<file path="config.mk">
export PLATFORM = sky130hd
export DESIGN_NAME = acr_packet_receiver
export DESIGN_NICKNAME = d
export VERILOG_FILES = /design/src/rtl/acr_packet_receiver.sv
export SDC_FILE = /design/constraint.sdc
export NUM_CORES = 1
export LEC_CHECK = 0
export ABC_AREA = 0
export BUFFER_PORTS_ARGS = -buffer_cell sky130_fd_sc_hd__buf_2
export CAP_MARGIN = 20
export CELL_PAD_IN_SITES_DETAIL_PLACEMENT = 2
export CELL_PAD_IN_SITES_GLOBAL_PLACEMENT = 2
export CORE_ASPECT_RATIO = 0.75
export CORE_MARGIN = 5
export CORE_UTILIZATION = 34
export CTS_BUF_LIST = sky130_fd_sc_hd__clkbuf_2
export CTS_CLUSTER_DIAMETER = 60
export CTS_CLUSTER_SIZE = 10
export DETAILED_ROUTE_END_ITERATION = 10
export GPL_ROUTABILITY_DRIVEN = 0
export MAX_ROUTING_LAYER = met4
export PLACE_DENSITY_LB_ADDON = 0.1
export SYNTH_ARGS = -nofsm -noshare
export SYNTH_HDL_FRONTEND = slang
export SYNTH_SLANG_ARGS = --single-unit
</file>
<file path="constraint.sdc">
create_clock -name clk_pixel -period 9.8 [get_ports clk_pixel]
set_input_delay 0.49 -clock clk_pixel [delete_from_list [all_inputs] [get_ports clk_pixel]]
set_output_delay 0.49 -clock clk_pixel [all_outputs]
set_load 0.05 [all_outputs]
</file>
<file path="src/rtl/acr_packet_receiver.sv">
// HDMI ACR packet receiver: validates ACR packets, holds N/CTS, tracks lock and
// regenerates 128*fs / fs clock-enable strobes with an N/CTS fractional accumulator.
module acr_packet_receiver #(
    parameter int LOCK_COUNT     = 3,
    parameter int CTS_TOLERANCE  = 2,
    parameter int TIMEOUT_CYCLES = 262144
) (
    input  logic         clk_pixel,
    input  logic         reset,
    input  logic         packet_valid,
    input  logic [23:0]  header,
    input  logic [223:0] sub,
    output logic [19:0]  n_value,
    output logic [19:0]  cts_value,
    output logic         locked,
    output logic         audio_tick,
    output logic         sample_tick,
    output logic         packet_error,
    output logic [7:0]   error_count
);

    localparam int TW = $clog2(TIMEOUT_CYCLES + 1);
    localparam logic [TW-1:0] TO_LAST = TW'(TIMEOUT_CYCLES - 1);
    localparam logic [TW-1:0] TO_ONE = TW'(1);
    localparam logic [7:0] LOCK_TARGET = 8'(LOCK_COUNT);
    localparam logic signed [20:0] TOL = 21'(CTS_TOLERANCE);

    typedef enum logic [1:0] {
        ST_UNLOCKED = 2'd0,
        ST_ACQUIRE  = 2'd1,
        ST_LOCKED   = 2'd2
    } state_t;

    function automatic logic signed [20:0] abs21(input logic signed [20:0] v);
        return (v < 0) ? -v : v;
    endfunction

    state_t       state_q, state_d;
    logic [7:0]   match_q, match_d;
    logic [TW-1:0] timeout_q, timeout_d;
    logic [19:0]  n_value_q, n_value_d;
    logic [19:0]  cts_value_q, cts_value_d;
    logic [20:0]  acc_q, acc_d;
    logic [6:0]   div_q, div_d;
    logic         locked_q, locked_d;
    logic         audio_tick_q, audio_tick_d;
    logic         sample_tick_q, sample_tick_d;
    logic         packet_error_q, packet_error_d;
    logic [7:0]   error_count_q, error_count_d;

    logic [55:0]  sp0;
    logic [19:0]  pkt_n, pkt_cts;
    logic         is_acr, same_sp, rsvd_zero, well_formed;
    logic         accepted, rejected, consistent;
    logic signed [20:0] cts_diff;
    logic [20:0]  acc_sum;
    logic [7:0]   match_inc;
    logic         unused_hdr;

    assign unused_hdr = ^header[23:8];

    // Subpacket 0 is the reference; the other three must match it exactly.
    assign sp0       = sub[55:0];
    assign pkt_n     = {sp0[35:32], sp0[47:40], sp0[55:48]};
    assign pkt_cts   = {sp0[11:8], sp0[23:16], sp0[31:24]};
    assign is_acr    = packet_valid && (header[7:0] == 8'h01);
    assign same_sp   = (sub[111:56] == sp0) && (sub[167:112] == sp0) && (sub[223:168] == sp0);
    assign rsvd_zero = (sp0[39:36] == 4'h0) && (sp0[15:12] == 4'h0) && (sp0[7:0] == 8'h00);
    assign well_formed = same_sp && rsvd_zero && (pkt_n != 20'd0) && (pkt_cts != 20'd0)
                         && (pkt_n < pkt_cts);
    assign accepted  = is_acr && well_formed;
    assign rejected  = is_acr && !well_formed;
    assign cts_diff  = $signed({1'b0, pkt_cts}) - $signed({1'b0, cts_value_q});
    assign consistent = (pkt_n == n_value_q) && (abs21(cts_diff) <= TOL);
    assign acc_sum   = acc_q + {1'b0, n_value_q};
    assign match_inc = match_q + 8'd1;

    always_comb begin
        state_d        = state_q;
        match_d        = match_q;
        timeout_d      = timeout_q;
        n_value_d      = n_value_q;
        cts_value_d    = cts_value_q;
        packet_error_d = rejected;
        error_count_d  = error_count_q;
        acc_d          = 21'd0;
        div_d          = 7'd0;
        audio_tick_d   = 1'b0;
        sample_tick_d  = 1'b0;

        if (rejected && (error_count_q != 8'hFF)) begin
            error_count_d = error_count_q + 8'd1;
        end

        // An accepted packet always beats the timeout in the same cycle.
        if (accepted) begin
            n_value_d   = pkt_n;
            cts_value_d = pkt_cts;
            timeout_d   = '0;
            case (state_q)
                ST_UNLOCKED: begin
                    match_d = 8'd1;
                    state_d = (LOCK_COUNT <= 1) ? ST_LOCKED : ST_ACQUIRE;
                end
                ST_ACQUIRE: begin
                    if (consistent) begin
                        match_d = match_inc;
                        if (match_inc >= LOCK_TARGET) state_d = ST_LOCKED;
                    end else begin
                        match_d = 8'd1;
                    end
                end
                ST_LOCKED: begin
                    if (!consistent) begin
                        match_d = 8'd1;
                        state_d = ST_ACQUIRE;
                    end
                end
                default: begin
                    match_d = 8'd1;
                    state_d = ST_ACQUIRE;
                end
            endcase
        end else if (timeout_q == TO_LAST) begin
            timeout_d = '0;
            state_d   = ST_UNLOCKED;
        end else begin
            timeout_d = timeout_q + TO_ONE;
        end

        // The step uses the held N/CTS; leaving LOCKED squashes the tick and clears acc.
        if ((state_q == ST_LOCKED) && (state_d == ST_LOCKED)) begin
            if (acc_sum >= {1'b0, cts_value_q}) begin
                acc_d         = acc_sum - {1'b0, cts_value_q};
                audio_tick_d  = 1'b1;
                div_d         = div_q + 7'd1;
                sample_tick_d = (div_q == 7'd127);
            end else begin
                acc_d = acc_sum;
                div_d = div_q;
            end
        end

        locked_d = (state_d == ST_LOCKED);
    end

    always_ff @(posedge clk_pixel or posedge reset) begin
        if (reset) begin
            state_q        <= ST_UNLOCKED;
            match_q        <= 8'd0;
            timeout_q      <= '0;
            n_value_q      <= 20'd0;
            cts_value_q    <= 20'd0;
            acc_q          <= 21'd0;
            div_q          <= 7'd0;
            locked_q       <= 1'b0;
            audio_tick_q   <= 1'b0;
            sample_tick_q  <= 1'b0;
            packet_error_q <= 1'b0;
            error_count_q  <= 8'd0;
        end else begin
            state_q        <= state_d;
            match_q        <= match_d;
            timeout_q      <= timeout_d;
            n_value_q      <= n_value_d;
            cts_value_q    <= cts_value_d;
            acc_q          <= acc_d;
            div_q          <= div_d;
            locked_q       <= locked_d;
            audio_tick_q   <= audio_tick_d;
            sample_tick_q  <= sample_tick_d;
            packet_error_q <= packet_error_d;
            error_count_q  <= error_count_d;
        end
    end

    assign n_value      = n_value_q;
    assign cts_value    = cts_value_q;
    assign locked       = locked_q;
    assign audio_tick   = audio_tick_q;
    assign sample_tick  = sample_tick_q;
    assign packet_error = packet_error_q;
    assign error_count  = error_count_q;

endmodule
</file>
# --- Word level (Yosys, flattened, before mapping) ---
# Index checks and enable logic that the tools add are counted.
classes:
  addsub: 8
  mux: 20
  n_eq_ne: 13
  reduce_logical: 21
  magnitude_cmp: 5
ops:
  columns: ["operator", "n"]
  rows:
  - ["$eq 56x56->1", 3]
  - ["$mux 21", 3]
  - ["$reduce_bool 20->1", 2]
  - ["$mux 19", 2]
  - ["$add 21x20->21", 1]
  - ["$ge 21x20->1", 1]
  - ["$le 21x3->1 const B", 1]
  - ["$lt 21x1->1 const B", 1]
  - ["$neg 21->21", 1]
  - ["$sub 20x20->21", 1]
  - ["$sub 21x20->21", 1]
  - ["$eq 20x20->1", 1]
  - ["$lt 20x20->1", 1]
  - ["$add 19x1->19 const B", 1]
  - ["$eq 19x18->1 const B", 1]
  - ["$add 8x1->8 const B", 2]
  - ["$mux 8", 2]
  - ["$pmux 8 s2", 1]
  - ["$logic_and 1x1->1", 14]
  - ["$mux 7", 2]
  - ["$mux 2", 5]
  - ["$eq 8x1->1 const B", 1]
  - ["$ge 8x2->1 const B", 1]
  - ["$logic_not 4->1", 2]
  - ["other kinds (12)", 16]
totals:
  register_bits: 109
  output_inout_bits: 52

# --- Depth between registers and ports, before layout ---
depth:
  depth_word: 12
  ltp_mapped: 23
  depth_no_buf: 22

# --- Worst setup path after synthesis ---
# Ideal clock, no wire load.
synth_timing:
  kind: "register to register"
  from: "reg n_value_q[1] (netlist: n_value[1])"
  to: "reg acc_q[14]"
  path_stages_with_launch: 22
  required_ns: 9.668
  n_path_buf: 1
  path_slack_ns: 4.473
  setup_time_ns: 0.132
  t_arrival_ns: 5.195
  synth_period_minus_slack_ns: 5.327
  cell_sequence: "dfrtp_1 -> ha_1 -> a21oi_1 -> nor2b_1 -> o31a_1 -> o41ai_1 -> o2111ai_1 -> nand3_1 -> nand3_1 -> or4_1 -> a31o_2 -> a21oi_1 -> xnor2_1 -> ha_1 -> and4_1 -> nand2_1 -> nor3_1 -> a311o_1 -> nor2_1 -> clkbuf_1 -> mux2i_1 -> nor2_1"
synth_via:
  elab_chain_len: 8
  word_cells_on_any_way: 13
  classes_between: "add/sub (2); order compare (1); eq/ne (2); mux (6); reduce/logical (2)"
synth_rtl:
  columns: ["element", "line_no", "source"]
  rows:
  - ["start, declared", "41", "logic [19:0] n_value_q, n_value_d;"]
  - ["start signal, assigned", "165", "n_value_q <= n_value_d;"]
  - ["branches (longest 7 deep; another with $add 21x20->21)", null, null]
  - ["$mux 21 (*)", "132", "if ((state_q == ST_LOCKED) && (state_d == ST_LOCKED)) begin"]
  - ["via acc_d[14]", "43", "logic [20:0] acc_q, acc_d;"]
  - ["end signal, assigned", "154", "acc_q <= 21'd0;"]
  - ["end signal, assigned", "167", "acc_q <= acc_d;"]
  - ["end, declared", "43", null]
# Mark *: on every way through the listed nets, which the timed path passes.
# A chain may end at the register's enable or synchronous reset.

# --- Final worst setup path ---
layout_timing:
  from: "reg n_value_q[2] (netlist: n_value[2])"
  to: "reg acc_q[13]"
# Same word-level chain as after synthesis.

==> results.ini <==
[outcome]
status = finished clean

[logic_synthesis]
postSynth.topFlopCell = dfrtp_1
ys_seq_area_share_pct = 23.8
syn_inst = 1426
yosys.area.top_type_share_pct = 23.8
ys_ff_latch = 109
synthDistinctLibCells = 84
avgSynthCellArea_sq_um = 8.04
syn-num-nets = 1766
syn_area_sq_um = 11500
yosysTopAreaCell = dfrtp_1
yosys-top-cells-area = dfrtp_1 24%, ha_1 9.4%, xnor2_1 7.2%
async_flop_share_pct = 100
ys_warn_count = 0
synth_edf_count = 0

[critical_path]
path_cells = ha_1 -> nor2b_1 -> o31a_1 -> o41ai_1 -> o2111ai_1 -> nand3_1 -> nand3_1 -> or4_1 -> a31o_2 -> a21oi_1 -> xnor2_1 -> ha_1 -> and4_1 -> nand2_1 -> nor3_1 -> a311o_1 -> nor2_2 -> buf_4 -> nor2_1 -> a21oi_1 -> nor2_1
cp-end-kind = flop
critPathSlowestCell = o41ai_1
path_class = flop to flop
arrival_ps = 6560
crit_fanout = 33
reg2reg_depth = 21
crit_required_ps = 10390
slowest_delay_ps = 690
start_kind = flop

[placement]
dp_hpwl_microns = 44600
io_buffers = 286

[job]
drv_cap = 0

[die]
core-area_sq_um = 33400
die_x_microns = 222
initial_utilization_pct = 34.3
floorplan.die_area_sq_um = 37500
rows = 58
fp.dieH_microns = 169
pin_count = 303

[global_routing]
grt_pass1_wl_microns = 80500
grt_pass1_vias = 13100
grt_max_degree = 66
grt_overflow = 0
antenna_found_initial = 6
track_usage_pct = 28.6

[sta]
setup_viol = 0
min_period_ps = 5970
timing.hold.ws_ps = 66.0
tns_ps = 0
period_share_pct = 60.9
fin_skew_ps = 54.4
finalHoldViolations = 0
rsz0062_at_grt = no
slew_violations = 0
slew_headroom_pct = 32.7
worst_slew_pin_slew_ps = 1000
fmax_mhz = 168

[clocking]
cts_buffers = 9
clockRootBuffer = clkbuf_2
cts_resized = 0
cts_post_setup_buffers_inserted = 0
clockBufferDepth = 2
hold_buffers = 1
clock_latency_ps = 690
cts_tree = built
cts_sinks = 109
clk_pin_slew_ps = 380
htree_levels = 3

[detailed_routing]
route.detailed.drc = 0
via_per_inst = 5.75
first_pass_iters = 5
drtIter0Drc = 702
finalWirelength_microns = 53800
vias = 12300
wl_per_cell_microns = 25.1
drtAntennaViolNets = 0

[layout]
area_growth_pct = 17.4
nets = 2018
drive_gt1_share_pct = 21.5

[pwr]
p_per_area_nw_per_um2 = 70.2
p_leak_nw = 6.51
ir_drop_v = 0.0000471

[hold_path]
hold_path_depth = 3
hp-class = input pin to flop

-- path summary, 6_finish.rpt --
path | endpoint | slack, ps | start
worst max-delay path | acc_q[13]$_DFF_PP0_ | 3830 | n_value[2]$_DFFE_PP0P_
worst min-delay path | cts_value[7]$_DFFE_PP0P_ | 70 | sub[31]
worst max register to register | acc_q[13]$_DFF_PP0_ | 3830 | n_value[2]$_DFFE_PP0P_
worst min register to register | error_count[4]$_DFFE_PP0P_ | 510 | error_count[4]$_DFFE_PP0P_
max in group asynchronous | acc_q[13]$_DFF_PP0_ | 8090 | reset
min in group asynchronous | cts_value[13]$_DFFE_PP0P_ | 380 | reset
-- cells by family after synthesis --
kind of cell / Yosys count / synth area share [%]
compound gates: 306 / 18.9
xor+xnor: 179 / 13.7
fa+ha+maj: 89 / 9.91
buf+inv: 139 / 4.63
flops: 109 / 23.8
mux: 36 / 3.45
simple gates: 568 / 25.7
-- sequential cells by signal (all words and copies together), names as in the netlist, 2 cells and up --
name / count
acc_q: 21
cts_value: 20
n_value: 20
timeout_q: 19
error_count: 8
match_q: 8
div_q: 7
state_q: 2
-- worst max-delay path, delay by kind of cell, from the launching register on --
| family | cells | cell delay [ps] |
|---|---|---|
| adder cells (fa/ha/maj) | 2 | 690 |
| flip-flops | 1 | 540 |
| XOR/XNOR | 1 | 190 |
| buffers and inverters | 1 | 400 |
| AND/OR/NAND/NOR | 10 | 1650 |
| AO/OA/AOI/OAI | 7 | 2370 |
-- stage by stage --
stage	util (%)	setup WS (ps)	area [sq um]	total power [mW]	instances
2_1_floorplan	-	4470	11500	0.587	1426
3_3_place_gp	39.9	4020	13300	0.706	2116
3_5_place_dp	39.9	3900	13300	0.714	2116
4_1_cts	40.3	3910	13400	0.956	2133
5_1_grt	40.3	3410	13500	0.997	2138
6_report	40.3	3830	13500	0.945	2139
-- synth_stat cells, types with 7 or more instances --
master and n:
a2111oi_0 7, inv_1 86, nand3_1 50, a31oi_1 11, nor2b_1 28, dfrtp_1 109, and4_1 7, nand2b_1 41
nand4_1 36, o21ai_0 55, or3_1 15, o31ai_1 8, nand2_1 115, clkbuf_1 47, o2111ai_1 15, nor2_1 124
xnor2_1 94, o21a_1 14, a211oi_1 11, mux2i_1 11, ha_1 86, xor2_1 85, or2_2 9, mux2_2 24
o21bai_1 8, a21oi_1 56, nor4_1 44, o22ai_1 11, and3_1 25, or4_1 12, nor3_1 36, a21o_1 31
-- where the power goes --
| group | internal (mW) | total (mW) | leakage (nW) | switching, mW |
|---|---|---|---|---|
| registers | 0.452 | 0.453 | 1.38 | 0.000646 |
| logic | 0.0993 | 0.258 | 5.06 | 0.159 |
| clock network | 0.0438 | 0.233 | 0.0737 | 0.189 |
| total | 0.596 | 0.945 | 6.51 | 0.349 |
-- per-layer routing --
layer	global-route usage [%]	routed length (microns)	up-vias
met5	-	0	-
met4	7.37	1510	0
met3	5.24	2970	84
met2	46.3	24600	351
met1	37.3	24700	6192
li1	-	-	5671
-- cell usage in the layout, fill, tap and decap left out, types with 6 or more instances in the layout --
| cell | synthesis | final |
|---|---|---|
| buf_2 | 1 | 286 |
| o22ai_1 | 11 | 11 |
| nand3_1 | 50 | 50 |
| a31oi_1 | 11 | 11 |
| o21bai_1 | 8 | 8 |
| nor2b_1 | 28 | 28 |
| mux2_2 | 24 | 24 |
| xnor2_1 | 94 | 94 |
| or3_1 | 15 | 15 |
| or2_2 | 9 | 9 |
| a211oi_1 | 11 | 11 |
| inv_1 | 86 | 85 |
| or4_1 | 12 | 12 |
| nand2b_1 | 41 | 41 |
| o21ai_0 | 55 | 55 |
| a21o_1 | 31 | 31 |
| mux2i_1 | 11 | 11 |
| nor4_1 | 44 | 44 |
| nor3_1 | 36 | 36 |
| and3_1 | 25 | 25 |
| o21a_1 | 14 | 14 |
| nand2_1 | 115 | 115 |
| a2111oi_0 | 7 | 7 |
| ha_1 | 86 | 86 |
| xor2_1 | 85 | 85 |
| a21oi_1 | 56 | 56 |
| clkbuf_2 | 0 | 9 |
| and4_1 | 7 | 7 |
| dfrtp_1 | 109 | 109 |
| nand4_1 | 36 | 36 |
| nor2_1 | 124 | 122 |
| diode_2 | 0 | 6 |
| o31ai_1 | 8 | 8 |
| buf_4 | 0 | 7 |
| o2111ai_1 | 15 | 15 |
-- area by class of cell --
| type | instances | area, sq um |
|---|---|---|
| clock inverter | 7 | 73.8 |
| clock buffer | 9 | 45.0 |
| inverter | 86 | 325 |
| tap | 450 | 563 |
| multi-input combinational | 1178 | 8210 |
| antenna | 6 | 15.0 |
| timing repair buffer | 294 | 1490 |
| fill | 3952 | 19900 |
| sequential | 109 | 2730 |
(Power assumes the default switching activity.)
